<file path="src/rtl/stg_wb_if.sv">
// Write-back stage bus: instruction/result fields from MO, register read ports
// for decode, and retirement status.
interface stg_wb_if #(
  parameter int DATA_W = 24,
  parameter int ADDR_W = 48,
  parameter int OPC_W  = 8,
  parameter int GP_AW  = 4,
  parameter int SR_AW  = 2,
  parameter int AR_AW  = 2
);
  logic [ADDR_W-1:0] iw_pc;
  logic [OPC_W-1:0]  iw_opc;
  logic              iw_flush;
  logic [GP_AW-1:0]  iw_tgt_gp;
  logic              iw_tgt_gp_we;
  logic [DATA_W-1:0] iw_result;
  logic [SR_AW-1:0]  iw_tgt_sr;
  logic              iw_tgt_sr_we;
  logic [ADDR_W-1:0] iw_sr_result;
  logic [AR_AW-1:0]  iw_tgt_ar;
  logic              iw_tgt_ar_we;
  logic [ADDR_W-1:0] iw_ar_result;
  logic [GP_AW-1:0]  iw_gp_raddr0;
  logic [GP_AW-1:0]  iw_gp_raddr1;
  logic [SR_AW-1:0]  iw_sr_raddr;
  logic [AR_AW-1:0]  iw_ar_raddr;
  logic [DATA_W-1:0] ow_gp_rdata0;
  logic [DATA_W-1:0] ow_gp_rdata1;
  logic [ADDR_W-1:0] ow_sr_rdata;
  logic [ADDR_W-1:0] ow_ar_rdata;
  logic [ADDR_W-1:0] ow_retired;
  logic [ADDR_W-1:0] ow_last_pc;
  logic              ow_halted;

  modport master (
    output iw_pc, iw_opc, iw_flush,
           iw_tgt_gp, iw_tgt_gp_we, iw_result,
           iw_tgt_sr, iw_tgt_sr_we, iw_sr_result,
           iw_tgt_ar, iw_tgt_ar_we, iw_ar_result,
           iw_gp_raddr0, iw_gp_raddr1, iw_sr_raddr, iw_ar_raddr,
    input  ow_gp_rdata0, ow_gp_rdata1, ow_sr_rdata, ow_ar_rdata,
           ow_retired, ow_last_pc, ow_halted
  );

  modport slave (
    input  iw_pc, iw_opc, iw_flush,
           iw_tgt_gp, iw_tgt_gp_we, iw_result,
           iw_tgt_sr, iw_tgt_sr_we, iw_sr_result,
           iw_tgt_ar, iw_tgt_ar_we, iw_ar_result,
           iw_gp_raddr0, iw_gp_raddr1, iw_sr_raddr, iw_ar_raddr,
    output ow_gp_rdata0, ow_gp_rdata1, ow_sr_rdata, ow_ar_rdata,
           ow_retired, ow_last_pc, ow_halted
  );
endinterface

</file>
<file path="src/rtl/stg_wb.sv">
// Write-back stage: commits results into GP/SR/AR files, counts retirements,
// and serves decode-stage reads with same-cycle write-through bypass.
//
//   state    | meaning
//   ---------+-----------------------------------------------
//   S_RUN    | committing non-NOP, non-flushed instructions
//   S_HALTED | HALT retired; writes/count frozen until reset
module stg_wb #(
  parameter int DATA_W = 24,
  parameter int ADDR_W = 48,
  parameter int OPC_W  = 8,
  parameter int GP_AW  = 4,
  parameter int SR_AW  = 2,
  parameter int AR_AW  = 2,
  parameter logic [OPC_W-1:0] OPC_NOP  = '0,
  parameter logic [OPC_W-1:0] OPC_HALT = '1
) (
  input  logic   iw_clk,
  input  logic   iw_rst_n,
  stg_wb_if.slave wb
);
  localparam int GP_N = 2**GP_AW;
  localparam int SR_N = 2**SR_AW;
  localparam int AR_N = 2**AR_AW;

  typedef enum logic {S_RUN, S_HALTED} state_t;

  state_t            state_q, state_d;
  logic [DATA_W-1:0] gp_q [GP_N];
  logic [ADDR_W-1:0] sr_q [SR_N];
  logic [ADDR_W-1:0] ar_q [AR_N];
  logic [ADDR_W-1:0] retired_q;
  logic [ADDR_W-1:0] last_pc_q;
  logic              commit;

  assign commit = (state_q == S_RUN) && !wb.iw_flush && (wb.iw_opc != OPC_NOP);

  always_ff @(posedge iw_clk or negedge iw_rst_n) begin
    if (!iw_rst_n) begin
      state_q <= S_RUN;
    end else begin
      state_q <= state_d;
    end
  end

  always_comb begin
    state_d = state_q;
    if (commit && (wb.iw_opc == OPC_HALT)) begin
      state_d = S_HALTED;
    end
  end

  always_ff @(posedge iw_clk or negedge iw_rst_n) begin
    if (!iw_rst_n) begin
      for (int i = 0; i < GP_N; i++) gp_q[i] <= '0;
      for (int i = 0; i < SR_N; i++) sr_q[i] <= '0;
      for (int i = 0; i < AR_N; i++) ar_q[i] <= '0;
      retired_q <= '0;
      last_pc_q <= '0;
    end else if (commit) begin
      if (wb.iw_tgt_gp_we) gp_q[wb.iw_tgt_gp] <= wb.iw_result;
      if (wb.iw_tgt_sr_we) sr_q[wb.iw_tgt_sr] <= wb.iw_sr_result;
      if (wb.iw_tgt_ar_we) ar_q[wb.iw_tgt_ar] <= wb.iw_ar_result;
      retired_q <= retired_q + ADDR_W'(1);
      last_pc_q <= wb.iw_pc;
    end
  end

  // A committing write to the addressed entry wins over the stored value.
  always_comb begin
    wb.ow_gp_rdata0 = gp_q[wb.iw_gp_raddr0];
    wb.ow_gp_rdata1 = gp_q[wb.iw_gp_raddr1];
    wb.ow_sr_rdata  = sr_q[wb.iw_sr_raddr];
    wb.ow_ar_rdata  = ar_q[wb.iw_ar_raddr];
    if (commit && wb.iw_tgt_gp_we && (wb.iw_tgt_gp == wb.iw_gp_raddr0)) wb.ow_gp_rdata0 = wb.iw_result;
    if (commit && wb.iw_tgt_gp_we && (wb.iw_tgt_gp == wb.iw_gp_raddr1)) wb.ow_gp_rdata1 = wb.iw_result;
    if (commit && wb.iw_tgt_sr_we && (wb.iw_tgt_sr == wb.iw_sr_raddr))  wb.ow_sr_rdata  = wb.iw_sr_result;
    if (commit && wb.iw_tgt_ar_we && (wb.iw_tgt_ar == wb.iw_ar_raddr))  wb.ow_ar_rdata  = wb.iw_ar_result;
  end

  assign wb.ow_retired = retired_q;
  assign wb.ow_last_pc = last_pc_q;
  assign wb.ow_halted  = (state_q == S_HALTED);
endmodule

</file>
<file path="src/flat_wrapper.sv">
// flat-port wrapper written by rule: the top's interface ports become plain ports
module stg_wb_flat 
#(
  parameter int DATA_W = 24,
  parameter int ADDR_W = 48,
  parameter int OPC_W  = 8,
  parameter int GP_AW  = 4,
  parameter int SR_AW  = 2,
  parameter int AR_AW  = 2,
  parameter logic [OPC_W-1:0] OPC_NOP  = '0,
  parameter logic [OPC_W-1:0] OPC_HALT = '1
)
  (iw_clk, iw_rst_n, wb_iw_pc, wb_iw_opc, wb_iw_flush, wb_iw_tgt_gp, wb_iw_tgt_gp_we, wb_iw_result, wb_iw_tgt_sr, wb_iw_tgt_sr_we, wb_iw_sr_result, wb_iw_tgt_ar, wb_iw_tgt_ar_we, wb_iw_ar_result, wb_iw_gp_raddr0, wb_iw_gp_raddr1, wb_iw_sr_raddr, wb_iw_ar_raddr, wb_ow_gp_rdata0, wb_ow_gp_rdata1, wb_ow_sr_rdata, wb_ow_ar_rdata, wb_ow_retired, wb_ow_last_pc, wb_ow_halted);
  stg_wb_if #(.DATA_W(DATA_W), .ADDR_W(ADDR_W), .OPC_W(OPC_W), .GP_AW(GP_AW), .SR_AW(SR_AW), .AR_AW(AR_AW)) wb_i ();
  input  logic iw_clk;
  input  logic iw_rst_n;
  input wire logic [$bits(wb_i.iw_pc)-1:0] wb_iw_pc;
  input wire logic [$bits(wb_i.iw_opc)-1:0] wb_iw_opc;
  input wire logic [$bits(wb_i.iw_flush)-1:0] wb_iw_flush;
  input wire logic [$bits(wb_i.iw_tgt_gp)-1:0] wb_iw_tgt_gp;
  input wire logic [$bits(wb_i.iw_tgt_gp_we)-1:0] wb_iw_tgt_gp_we;
  input wire logic [$bits(wb_i.iw_result)-1:0] wb_iw_result;
  input wire logic [$bits(wb_i.iw_tgt_sr)-1:0] wb_iw_tgt_sr;
  input wire logic [$bits(wb_i.iw_tgt_sr_we)-1:0] wb_iw_tgt_sr_we;
  input wire logic [$bits(wb_i.iw_sr_result)-1:0] wb_iw_sr_result;
  input wire logic [$bits(wb_i.iw_tgt_ar)-1:0] wb_iw_tgt_ar;
  input wire logic [$bits(wb_i.iw_tgt_ar_we)-1:0] wb_iw_tgt_ar_we;
  input wire logic [$bits(wb_i.iw_ar_result)-1:0] wb_iw_ar_result;
  input wire logic [$bits(wb_i.iw_gp_raddr0)-1:0] wb_iw_gp_raddr0;
  input wire logic [$bits(wb_i.iw_gp_raddr1)-1:0] wb_iw_gp_raddr1;
  input wire logic [$bits(wb_i.iw_sr_raddr)-1:0] wb_iw_sr_raddr;
  input wire logic [$bits(wb_i.iw_ar_raddr)-1:0] wb_iw_ar_raddr;
  output wire logic [$bits(wb_i.ow_gp_rdata0)-1:0] wb_ow_gp_rdata0;
  output wire logic [$bits(wb_i.ow_gp_rdata1)-1:0] wb_ow_gp_rdata1;
  output wire logic [$bits(wb_i.ow_sr_rdata)-1:0] wb_ow_sr_rdata;
  output wire logic [$bits(wb_i.ow_ar_rdata)-1:0] wb_ow_ar_rdata;
  output wire logic [$bits(wb_i.ow_retired)-1:0] wb_ow_retired;
  output wire logic [$bits(wb_i.ow_last_pc)-1:0] wb_ow_last_pc;
  output wire logic [$bits(wb_i.ow_halted)-1:0] wb_ow_halted;
  assign wb_i.iw_pc = wb_iw_pc;
  assign wb_i.iw_opc = wb_iw_opc;
  assign wb_i.iw_flush = wb_iw_flush;
  assign wb_i.iw_tgt_gp = wb_iw_tgt_gp;
  assign wb_i.iw_tgt_gp_we = wb_iw_tgt_gp_we;
  assign wb_i.iw_result = wb_iw_result;
  assign wb_i.iw_tgt_sr = wb_iw_tgt_sr;
  assign wb_i.iw_tgt_sr_we = wb_iw_tgt_sr_we;
  assign wb_i.iw_sr_result = wb_iw_sr_result;
  assign wb_i.iw_tgt_ar = wb_iw_tgt_ar;
  assign wb_i.iw_tgt_ar_we = wb_iw_tgt_ar_we;
  assign wb_i.iw_ar_result = wb_iw_ar_result;
  assign wb_i.iw_gp_raddr0 = wb_iw_gp_raddr0;
  assign wb_i.iw_gp_raddr1 = wb_iw_gp_raddr1;
  assign wb_i.iw_sr_raddr = wb_iw_sr_raddr;
  assign wb_i.iw_ar_raddr = wb_iw_ar_raddr;
  assign wb_ow_gp_rdata0 = wb_i.ow_gp_rdata0;
  assign wb_ow_gp_rdata1 = wb_i.ow_gp_rdata1;
  assign wb_ow_sr_rdata = wb_i.ow_sr_rdata;
  assign wb_ow_ar_rdata = wb_i.ow_ar_rdata;
  assign wb_ow_retired = wb_i.ow_retired;
  assign wb_ow_last_pc = wb_i.ow_last_pc;
  assign wb_ow_halted = wb_i.ow_halted;
  stg_wb #(.DATA_W(DATA_W), .ADDR_W(ADDR_W), .OPC_W(OPC_W), .GP_AW(GP_AW), .SR_AW(SR_AW), .AR_AW(AR_AW), .OPC_NOP(OPC_NOP), .OPC_HALT(OPC_HALT)) u_core (.iw_clk(iw_clk), .iw_rst_n(iw_rst_n), .wb(wb_i));
endmodule
</file>
<file path="config.mk">
export PLATFORM = sky130hd
export DESIGN_NAME = stg_wb_flat
export DESIGN_NICKNAME = d
export VERILOG_FILES = /design/src/rtl/stg_wb_if.sv /design/src/rtl/stg_wb.sv /design/src/flat_wrapper.sv
export SDC_FILE = /design/constraint.sdc
export NUM_CORES = 1
export LEC_CHECK = 0
export BUFFER_PORTS_ARGS = -buffer_cell sky130_fd_sc_hd__buf_2
export CORE_MARGIN = 4
export CORE_UTILIZATION = 50
export CTS_BUF_LIST = sky130_fd_sc_hd__clkbuf_2
export DETAILED_ROUTE_END_ITERATION = 12
export GPL_TIMING_DRIVEN = 0
export HOLD_SLACK_MARGIN = 0.1
export PLACE_DENSITY_LB_ADDON = 0.15
export SKIP_CTS_REPAIR_TIMING = 1
export SLEW_MARGIN = 0
export SYNTH_ARGS = -nofsm -noshare
export SYNTH_HDL_FRONTEND = slang
export SYNTH_SLANG_ARGS = --single-unit
</file>
<file path="constraint.sdc">
create_clock -name iw_clk -period 5.5 [get_ports iw_clk]
set_input_delay 0.825 -clock iw_clk [delete_from_list [all_inputs] [get_ports iw_clk]]
set_output_delay 0.825 -clock iw_clk [all_outputs]
set_load 0.05 [all_outputs]
</file>
==> flow_summary.json, run 1 <==
{
  "outcome": "finished clean",
  "slew_violations": 0,
  "synth.top_cell.area_share": 0.510,
  "ys.flop_type": "dfrtp_1",
  "pre_cts_slack_ns": 0.967,
  "worst_r2r_path_depth": 8,
  "synth_most_common_cell": "dfrtp_1",
  "finish.net_count": 4019,
  "critPathCapture": "wb_ow_gp_rdata1[3]",
  "fin_worst_skew_ns": 0.0863,
  "reg2reg_slack_ns": 2.20,
  "antenna_left": 0,
  "clk_latency_ns": 1.52,
  "yosys.area.top_type": "dfrtp_1",
  "dp_cells": 4377,
  "grt_start_max_net_pins": 133,
  "crit_required_ns": 4.68,
  "power_leakage_nw": 23.7,
  "syn_to_final_growth_pct": 21.8,
  "worstMarginPinSlew_ns": 1.03,
  "cts_tree": "built",
  "worstReg2RegEnd": "u_core.sr_q[2]$_DFFE_PN0P_",
  "synth_edf_count": 0,
  "grt_usage": 0.268,
  "setup_slack_ns": 0.296,
  "netlist_top_cells_area": "dfrtp_1 (51%), mux2_2 (20%), mux4_2 (15%), mux2_1 (2.8%), a22oi_1 (1.6%)",
  "start_kind": "flop",
  "relSlewSlack": 0.311,
  "setup_viol": 0,
  "ys_ff_latch": 865,
  "holdWs_ns": 0.224,
  "dieArea_mm2": 0.0896,
  "critPathMaxFanout": 10,
  "crit_path_start": "u_core.wb.ow_halted$_DFFE_PN0P_",
  "synth_common_cells": "dfrtp_1 (865), mux2_2 (762), mux4_2 (289)",
  "remaining_drc_errors": 0,
  "ys_seq_area_frac": 0.510,
  "irDropWorstVdd_mv": 0.208,
  "cp.arrival_ns": 4.38,
  "grt_pass1_wl_mm": 184,
  "cp-end-kind": "primary output",
  "die_w_um": 299,
  "async_flop_share": 1.00,
  "avgSynthCellArea_um2": 15.1,
  "cts.sinks": 865,
  "fin_util": 0.617,
  "dp_hpwl_mm": 81.2,
  "path_clk_slew_ns": 0.11,
  "layout_min_cycle_time_ns": 5.20,
  "cts-root-buf": "clkbuf_2",
  "via_per_inst": 5.82,
  "grt-ovfl-total": 0,
  "port_buffers": 431,
  "core_area_mm2": 0.0838,
  "gp_congestion": 0.891,
  "power_density_mw_per_mm2": 347,
  "final_area_mm2": 0.0517,
  "first_pass_iters": 6,
  "grt_pass1_vias": 31400,
  "routed_wl_mm": 125,
  "fp.dieH_um": 299,
  "yosys_warnings": 0,
  "placed_cell_area_mm2": 0.0462,
  "num_rows": 106,
  "vias": 29800,
  "finalCritPeriodShare": 0.946,
  "crit-reg2reg-launch": "u_core.wb.ow_halted$_DFFE_PN0P_",
  "postSynthNetCount": 3007,
  "wl_per_cell_um": 24.3,
  "initial_utilization": 0.506,
  "drt_iter0_drc": 1596,
  "fin_setup_tns_ns": 0,
  "synth_cells": 2804,
  "syn_area_mm2": 0.0424,
  "pin_count": 443,
  "hp-class": "primary input to flop",
  "synthDistinctLibCells": 45,
  "antenna_found_initial": 7,
  "htreeDepth": 4,
  "cts_made_buffers": 224,
  "clk_path_buf_depth": 3,
  "holdPathStages": 6,
  "finalHoldViolCount": 0,
  "critPathKind": "flop to primary output",
  "drive_gt1_frac": 0.498,
  "clock.fmax_mhz": 192,
  "cap_violations": 0,
  "total_power_mw": 17.9,
  "fin_cells": 5123,
  "rsz0062_at_grt": "false"
}
worst max-delay path, stage by stage, from the launching register on:
cell      delay (ns)
dfrtp_1         0.41
or2_1           0.21
buf_2           0.19
a21oi_4         0.52
and3_1          0.31
clkbuf_1        0.67
a21o_1          0.33
buf_2           0.30
report_power, final:
group | switching [mW] | internal [mW]
logic | 2.77 | 2.42
registers | 0.772 | 7.59
clock network | 2.68 | 1.68
cells by family (layout without fill, tap and decap cells):
| logic type | after synthesis | count (layout) | share of synthesized area |
|---|---|---|---|
| compound gates | 190 | 190 | 0.0315 |
| xor+xnor | 59 | 59 | 0.0122 |
| fa+ha+maj | 1 | 1 | 0.000295 |
| buf+inv | 224 | 1400 | 0.0266 |
| flops | 865 | 865 | 0.510 |
| mux | 1156 | 1156 | 0.384 |
| other cells | 0 | 9 | 0 |
| simple gates | 309 | 309 | 0.0356 |
cell type report:
type | instances | area (µm²)
fill | 6475 | 32100
sequential | 865 | 21600
multi-input combinational | 1715 | 19600
timing repair buffer | 786 | 5880
clock buffer | 327 | 1640
tap | 1134 | 1420
buffer | 221 | 1120
clock inverter | 63 | 302
antenna | 9 | 22.5
inverter | 3 | 11.3
registers in the layout, summed over array words and instances, names as in the netlist:
| register | count |
|---|---|
| u_core.ar_q | 192 |
| u_core.gp_q | 384 |
| u_core.sr_q | 192 |
| u_core.wb.ow_halted | 1 |
| u_core.wb.ow_last_pc | 48 |
| u_core.wb.ow_retired | 48 |
worst min-delay path by stage:
stage / from / endpoint / slack, ns
floorplan: u_core.sr_q[75]$_DFFE_PN0P_ / u_core.sr_q[75]$_DFFE_PN0P_ / 0.45
global placement: u_core.wb.ow_last_pc[9]$_DFFE_PN0N_ / u_core.wb.ow_last_pc[9]$_DFFE_PN0N_ / 0.46
detailed placement: u_core.wb.ow_last_pc[47]$_DFFE_PN0N_ / u_core.wb.ow_last_pc[47]$_DFFE_PN0N_ / 0.46
CTS: iw_rst_n / u_core.gp_q[377]$_DFFE_PN0P_ / -0.90
global route: wb_iw_ar_result[5] / u_core.ar_q[149]$_DFFE_PN0P_ / 0.07
finish: wb_iw_opc[3] / u_core.wb.ow_retired[3]$_DFFE_PN0N_ / 0.22
per-layer routing:
| metal | global-route usage | up-vias | part of all wire |
|---|---|---|---|
| li1 | - | 12700 | - |
| met1 | 0.335 | 15500 | 0.39 |
| met2 | 0.443 | 1225 | 0.50 |
| met3 | 0.0695 | 324 | 0.070 |
| met4 | 0.123 | 0 | 0.038 |
| met5 | 0 | - | 0 |
placed cells by master, fill, tap and decap left out, types with 10 or more instances in the layout:
master,instances
dfrtp_1,865
mux2_2,762
buf_2,511
dlygate4sd3_1,346
clkbuf_2,332
mux4_2,289
nand2_1,178
mux2_1,104
clkbuf_1,93
a22oi_1,92
clkinv_1,49
a21o_1,48
a21oi_1,46
xor2_1,34
buf_4,30
xnor2_1,25
nor2_1,24
nand3_1,21
nand4_1,18
buf_6,10
Note: power is estimated with default switching activity, not from simulation.
==> run 2, diff against run 1 <==
Settings changed: CORE_ASPECT_RATIO set to 0.9.
==> run 2 against run 1 <==
Net effect:
- register-to-register slack barely moved
- sequential power about the same
- clock-buffer cell count is 13 lower
- critical endpoint is now wb_ow_gp_rdata1[13]
- largest power group unchanged
==> flow_summary.json, run 2 (synthesis results as in run 1) <==
{
  "cpPeakStageDelay_ns": 0.47,
  "num_rows": 101,
  "grt_pass1_wl_mm": 183,
  "p_clk_frac": 0.245,
  "slew_violations": 0,
  "power_switching_mw": 6.19,
  "fin_cells": 5048,
  "power_density_mw_per_mm2": 350,
  "antenna_left": 0,
  "clk_latency_ns": 1.50,
  "grt_start_max_net_pins": 129,
  "gp_congestion": 0.870,
  "antenna_found_initial": 10,
  "die_w_um": 315,
  "largest_register_ffs": 384,
  "irDropWorstVdd_mv": 0.240,
  "cts-root-buf": "clkbuf_2",
  "cp-end-kind": "primary output",
  "remaining_drc_errors": 0,
  "start_kind": "flop",
  "path_clk_slew_ns": 0.11,
  "p_comb_frac": 0.288,
  "clock.fmax_mhz": 195,
  "worstMarginPinSlew_ns": 1.22,
  "seqPwrFrac": 0.467,
  "dp_hpwl_mm": 81.4,
  "crit_required_ns": 4.68,
  "grt_usage": 0.267,
  "reg2reg_slack_ns": 2.19,
  "cp.arrival_ns": 4.30,
  "rsz0062_at_grt": "false",
  "relSlewSlack": 0.188,
  "outcome": "finished clean",
  "nFillCells": 6536,
  "dp_cells": 4376,
  "via_per_inst": 5.89,
  "initial_utilization": 0.503,
  "critPathKind": "flop to primary output",
  "finalHoldViolCount": 0,
  "final_common_cell": "dfrtp_1",
  "port_buffers": 431,
  "fp.dieH_um": 284,
  "finalCritPeriodShare": 0.932,
  "pin_count": 443,
  "vias": 29700,
  "total_power_mw": 17.9,
  "critPathMaxFanout": 10,
  "dieArea_mm2": 0.0896,
  "final_area_mm2": 0.0511,
  "syn_to_final_growth_pct": 20.4,
  "cts_tree": "built",
  "placed_cell_area_mm2": 0.0462,
  "power_leakage_nw": 23.4,
  "top_regs": "u_core.gp_q x384, u_core.ar_q x192, u_core.sr_q x192",
  "hp-class": "primary input to flop",
  "cap_violations": 0,
  "grt-ovfl-total": 0,
  "first_pass_iters": 5,
  "internal_power_mw": 11.7,
  "finish.net_count": 3950,
  "clk_path_buf_depth": 3,
  "setup_viol": 0,
  "cts_made_buffers": 217,
  "drt_iter0_drc": 1998,
  "layout_min_cycle_time_ns": 5.13,
  "wl_per_cell_um": 24.5,
  "fin_util": 0.606,
  "fin_worst_skew_ns": 0.0743,
  "largest-register": "u_core.gp_q",
  "crit_top_cell": "buf_2",
  "crit_chain": "or2_1 > buf_2 > a21oi_4 > buf_4 > and3_1 > buf_2 > clkbuf_2 > a21o_1 > buf_2",
  "htreeDepth": 4,
  "p_sw_frac": 0.346,
  "final_cell_mix": "dfrtp_1 (865), mux2_2 (762), buf_2 (511)",
  "core_area_mm2": 0.0843,
  "grt_pass1_vias": 31300,
  "drive_gt1_frac": 0.507,
  "routed_wl_mm": 124,
  "critPathSlowestCell": "clkbuf_2",
  "cts.sinks": 865
}
run 2: path summary, 6_finish.rpt:
kind | endpoint | cells after the start | from
max | wb_ow_gp_rdata1[13] | 9 | u_core.wb.ow_halted$_DFFE_PN0P_
min | u_core.wb.ow_last_pc[32]$_DFFE_PN0N_ | 4 | wb_iw_pc[32]
max reg2reg | u_core.sr_q[52]$_DFFE_PN0P_ | 10 | u_core.wb.ow_halted$_DFFE_PN0P_
min reg2reg | u_core.wb.ow_last_pc[23]$_DFFE_PN0N_ | 2 | u_core.wb.ow_last_pc[23]$_DFFE_PN0N_
max in group asynchronous | u_core.sr_q[107]$_DFFE_PN0P_ | 8 | iw_rst_n
min in group asynchronous | u_core.gp_q[308]$_DFFE_PN0P_ | 4 | iw_rst_n
run 2: power by group through the flow:
stage          Sequential [mW]  Clock, mW  Combinational [mW]
4_1_cts                   8.32       4.54                4.99
6_report                  8.36       4.38                5.15
5_1_grt                   8.49       4.88                5.46
3_3_place_gp              8.31          0                4.81
2_1_floorplan             8.39          0                3.57
3_5_place_dp              8.45          0                4.97
run 2: final cells by class:
type                            count  area [µm²]  area share
Sequential cell                   865       21600       0.424
Tap cell                         1133        1420      0.0278
Clock inverter                     58         364     0.00713
Antenna cell                       15        37.5    0.000735
Timing Repair Buffer              724        5270       0.103
Inverter                            3        11.3    0.000220
Clock buffer                      314        1570      0.0308
Multi-Input combinational cell   1715       19600       0.385
Buffer                            221        1120      0.0220
run 2: layer usage:
layer,GRT usage,share of wire,vias up
li1,-,-,12600
met1,0.346,0.40,15600
met2,0.431,0.49,1209
met3,0.0700,0.073,322
met4,0.105,0.036,0
met5,0,0,-
run 2: worst max-delay path: cells and delay by family (launching register included):
family	cells	cell delay, ns
buffers and inverters	5	1.46
flip-flops	1	0.43
AND/OR/NAND/NOR	2	0.48
AO/OA/AOI/OAI	2	0.50
run 2: through the flow:
step / TNS [ns] / worst slack (ns) / hold slack (ns)
3_3_place_gp: - / -13.96 / 0.451
3_5_place_dp: 0 / 0.754 / 0.457
2_1_floorplan: 0 / 1.59 / 0.452
4_1_cts: -9.33 / -0.441 / -0.814
5_1_grt: 0 / 0.172 / 0.0583
6_report: 0 / 0.372 / 0.160
==> run 3, diff against run 2 <==
--- a/config.mk
+++ b/config.mk
@@ -16,3 +16,3 @@
 export PLACE_DENSITY_LB_ADDON = 0.15
-export SKIP_CTS_REPAIR_TIMING = 1
+export REMOVE_ABC_BUFFERS = 1
 export SLEW_MARGIN = 0
--- a/constraint.sdc
+++ b/constraint.sdc
@@ -3,2 +3,2 @@
 set_output_delay 0.825 -clock iw_clk [all_outputs]
-set_load 0.05 [all_outputs]
+set_load 0.005 [all_outputs]
==> run 3 against run 2 <==
Net effect:
- setup slack worse by 0.015 ns
- clock-buffer cell count rose by 18
- register-to-register slack worse by 1.1 ns
- combinational power fell by 23%
- critical endpoint is now wb_ow_gp_rdata0[9]
- critical path depth is 2 lower
- worst hold slack gained 0.20 ns
- sequential share of layout area fell by 0.97 points
==> flow_summary.json, run 3 (synthesis results as in run 1) <==
{
  "outcome": "finished clean",
  "cp.arrival_ns": 4.32,
  "power_density_mw_per_mm2": 318,
  "syn_to_final_growth_pct": 23.2,
  "drive_gt1_frac": 0.513,
  "slew_violations": 0,
  "grt_usage": 0.273,
  "first_pass_iters": 5,
  "rsz0062_at_grt": "false",
  "finish.net_count": 3886,
  "dp_cells": 4231,
  "gp_congestion": 0.807,
  "port_buffers": 442,
  "relSlewSlack": 0.289,
  "start_kind": "flop",
  "pre_cts_slack_ns": 0.621,
  "critPathMaxFanout": 24,
  "dp_hpwl_mm": 75.7,
  "largest-register": "u_core.gp_q",
  "fin_setup_tns_ns": 0,
  "reg2reg_slack_ns": 1.13,
  "worstMarginPinSlew_ns": 1.06,
  "clk_path_buf_depth": 3,
  "via_per_inst": 5.92,
  "die_w_um": 315,
  "hp-class": "primary input to flop",
  "largest_register_ffs": 384,
  "grt_pass1_vias": 33100,
  "total_power_mw": 16.6,
  "ctsResizeCount": 0,
  "finalCritPeriodShare": 0.935,
  "remaining_drc_errors": 0,
  "cap_violations": 0,
  "path_clk_slew_ns": 0.09,
  "fp.dieH_um": 284,
  "antenna_left": 0,
  "pin_count": 443,
  "crit_required_ns": 4.68,
  "cp-end-kind": "primary output",
  "dieArea_mm2": 0.0896,
  "top_regs": "u_core.gp_q x384, u_core.ar_q x192, u_core.sr_q x192",
  "antenna_found_initial": 11,
  "irDropWorstVdd_mv": 0.201,
  "final_common_cell": "dfrtp_1",
  "critPathKind": "flop to primary output",
  "cts-root-buf": "clkbuf_2",
  "core_area_mm2": 0.0843,
  "initial_utilization": 0.503,
  "num_rows": 101,
  "setup_viol": 0,
  "setup_slack_ns": 0.357,
  "vias": 29400,
  "cts_made_buffers": 221,
  "wl_per_cell_um": 24.4,
  "clock.fmax_mhz": 194,
  "clk_latency_ns": 1.43,
  "finalHoldViolCount": 0,
  "cts_tree": "built",
  "routed_wl_mm": 121,
  "htreeDepth": 4,
  "grt_pass1_wl_mm": 189,
  "fin_worst_skew_ns": 0.0985,
  "grt-ovfl-total": 0,
  "layout_min_cycle_time_ns": 5.14,
  "grt_start_max_net_pins": 136,
  "drt_iter0_drc": 1786,
  "cts.sinks": 865,
  "final_cell_mix": "dfrtp_1 (865), mux2_2 (762), buf_2 (433)",
  "fin_cells": 4968,
  "power_leakage_nw": 23.8
}
## run 3: cell types whose count changed in the layout (fill, tap and decap cells not counted), moves of 5 or more
cell,previous run,this run
clkbuf_1,95,0
dlygate4sd3_1,282,354
clkbuf_2,317,332
buf_2,511,433
nor2_2,6,0
buf_4,31,10
diode_2,15,10
nor2_4,0,10
clkinv_1,39,22
buf_6,10,5
buf_8,1,26
buf_16,9,43
## run 3: worst max-delay path, stage by stage (launching register included)
cell and delay (ns):
dfrtp_1 0.40, or2_1 0.43, a21oi_4 0.56, and3_2 0.78, buf_12 0.28, a21oi_1 0.13, a21o_1 0.19, buf_2 0.12
## run 3: final timing paths
path / from / endpoint / cells after the start
max: u_core.wb.ow_halted$_DFFE_PN0P_ / wb_ow_gp_rdata0[9] / 7
min: wb_iw_sr_result[34] / u_core.sr_q[82]$_DFFE_PN0P_ / 3
max reg2reg: u_core.wb.ow_halted$_DFFE_PN0P_ / u_core.ar_q[126]$_DFFE_PN0P_ / 8
min reg2reg: u_core.wb.ow_retired[47]$_DFFE_PN0N_ / u_core.wb.ow_retired[47]$_DFFE_PN0N_ / 1
max in group asynchronous: iw_rst_n / u_core.sr_q[54]$_DFFE_PN0P_ / 7
min in group asynchronous: iw_rst_n / u_core.ar_q[123]$_DFFE_PN0P_ / 4
## run 3: through the flow
| stage | util | area, µm² | hold WS, ns |
|---|---|---|---|
| 2_1_floorplan | - | 41300 | 0.452 |
| 3_3_place_gp | 0.533 | 44900 | 0.452 |
| 3_5_place_dp | 0.555 | 46800 | 0.457 |
| 4_1_cts | 0.620 | 52300 | 0.100 |
| 5_1_grt | 0.620 | 52300 | 0.199 |
| 6_report | 0.620 | 52300 | 0.364 |
## run 3: where the power goes
group          total (mW)  internal [mW]  switching (mW)
logic                3.98           2.44            1.54
clock network        4.29           1.67            2.62
registers            8.35           7.59           0.760
total                16.6           11.7            4.92
## run 3: timing repair
action | 4_1_cts | 5_1_grt
endpoints found under the hold margin | 1008 | 0
setup endpoints to repair | 114 | 0
hold buffers | 355 | 0
buffers inserted | 6 | 0
## run 3: final cells by class
| type | instances | area, µm² |
|---|---|---|
| diodes | 10 | 25.0 |
| well taps | 1133 | 1420 |
| clock buffers | 332 | 1660 |
| multi-input cells | 1716 | 19800 |
| repair buffers | 876 | 7520 |
| fillers | 6322 | 32000 |
| flip-flops and latches | 865 | 21600 |
| inverters | 3 | 11.3 |
| clock inverters | 33 | 193 |
## run 3: layer usage
metal | track usage | wire [µm] | up-vias | part of all wire
li1 | - | - | 12500 | -
met1 | 0.340 | 47900 | 15500 | 0.39
met2 | 0.457 | 61000 | 1094 | 0.50
met3 | 0.0521 | 6800 | 367 | 0.056
met4 | 0.137 | 5660 | 6 | 0.047
met5 | 0 | 41 | - | 0.00034
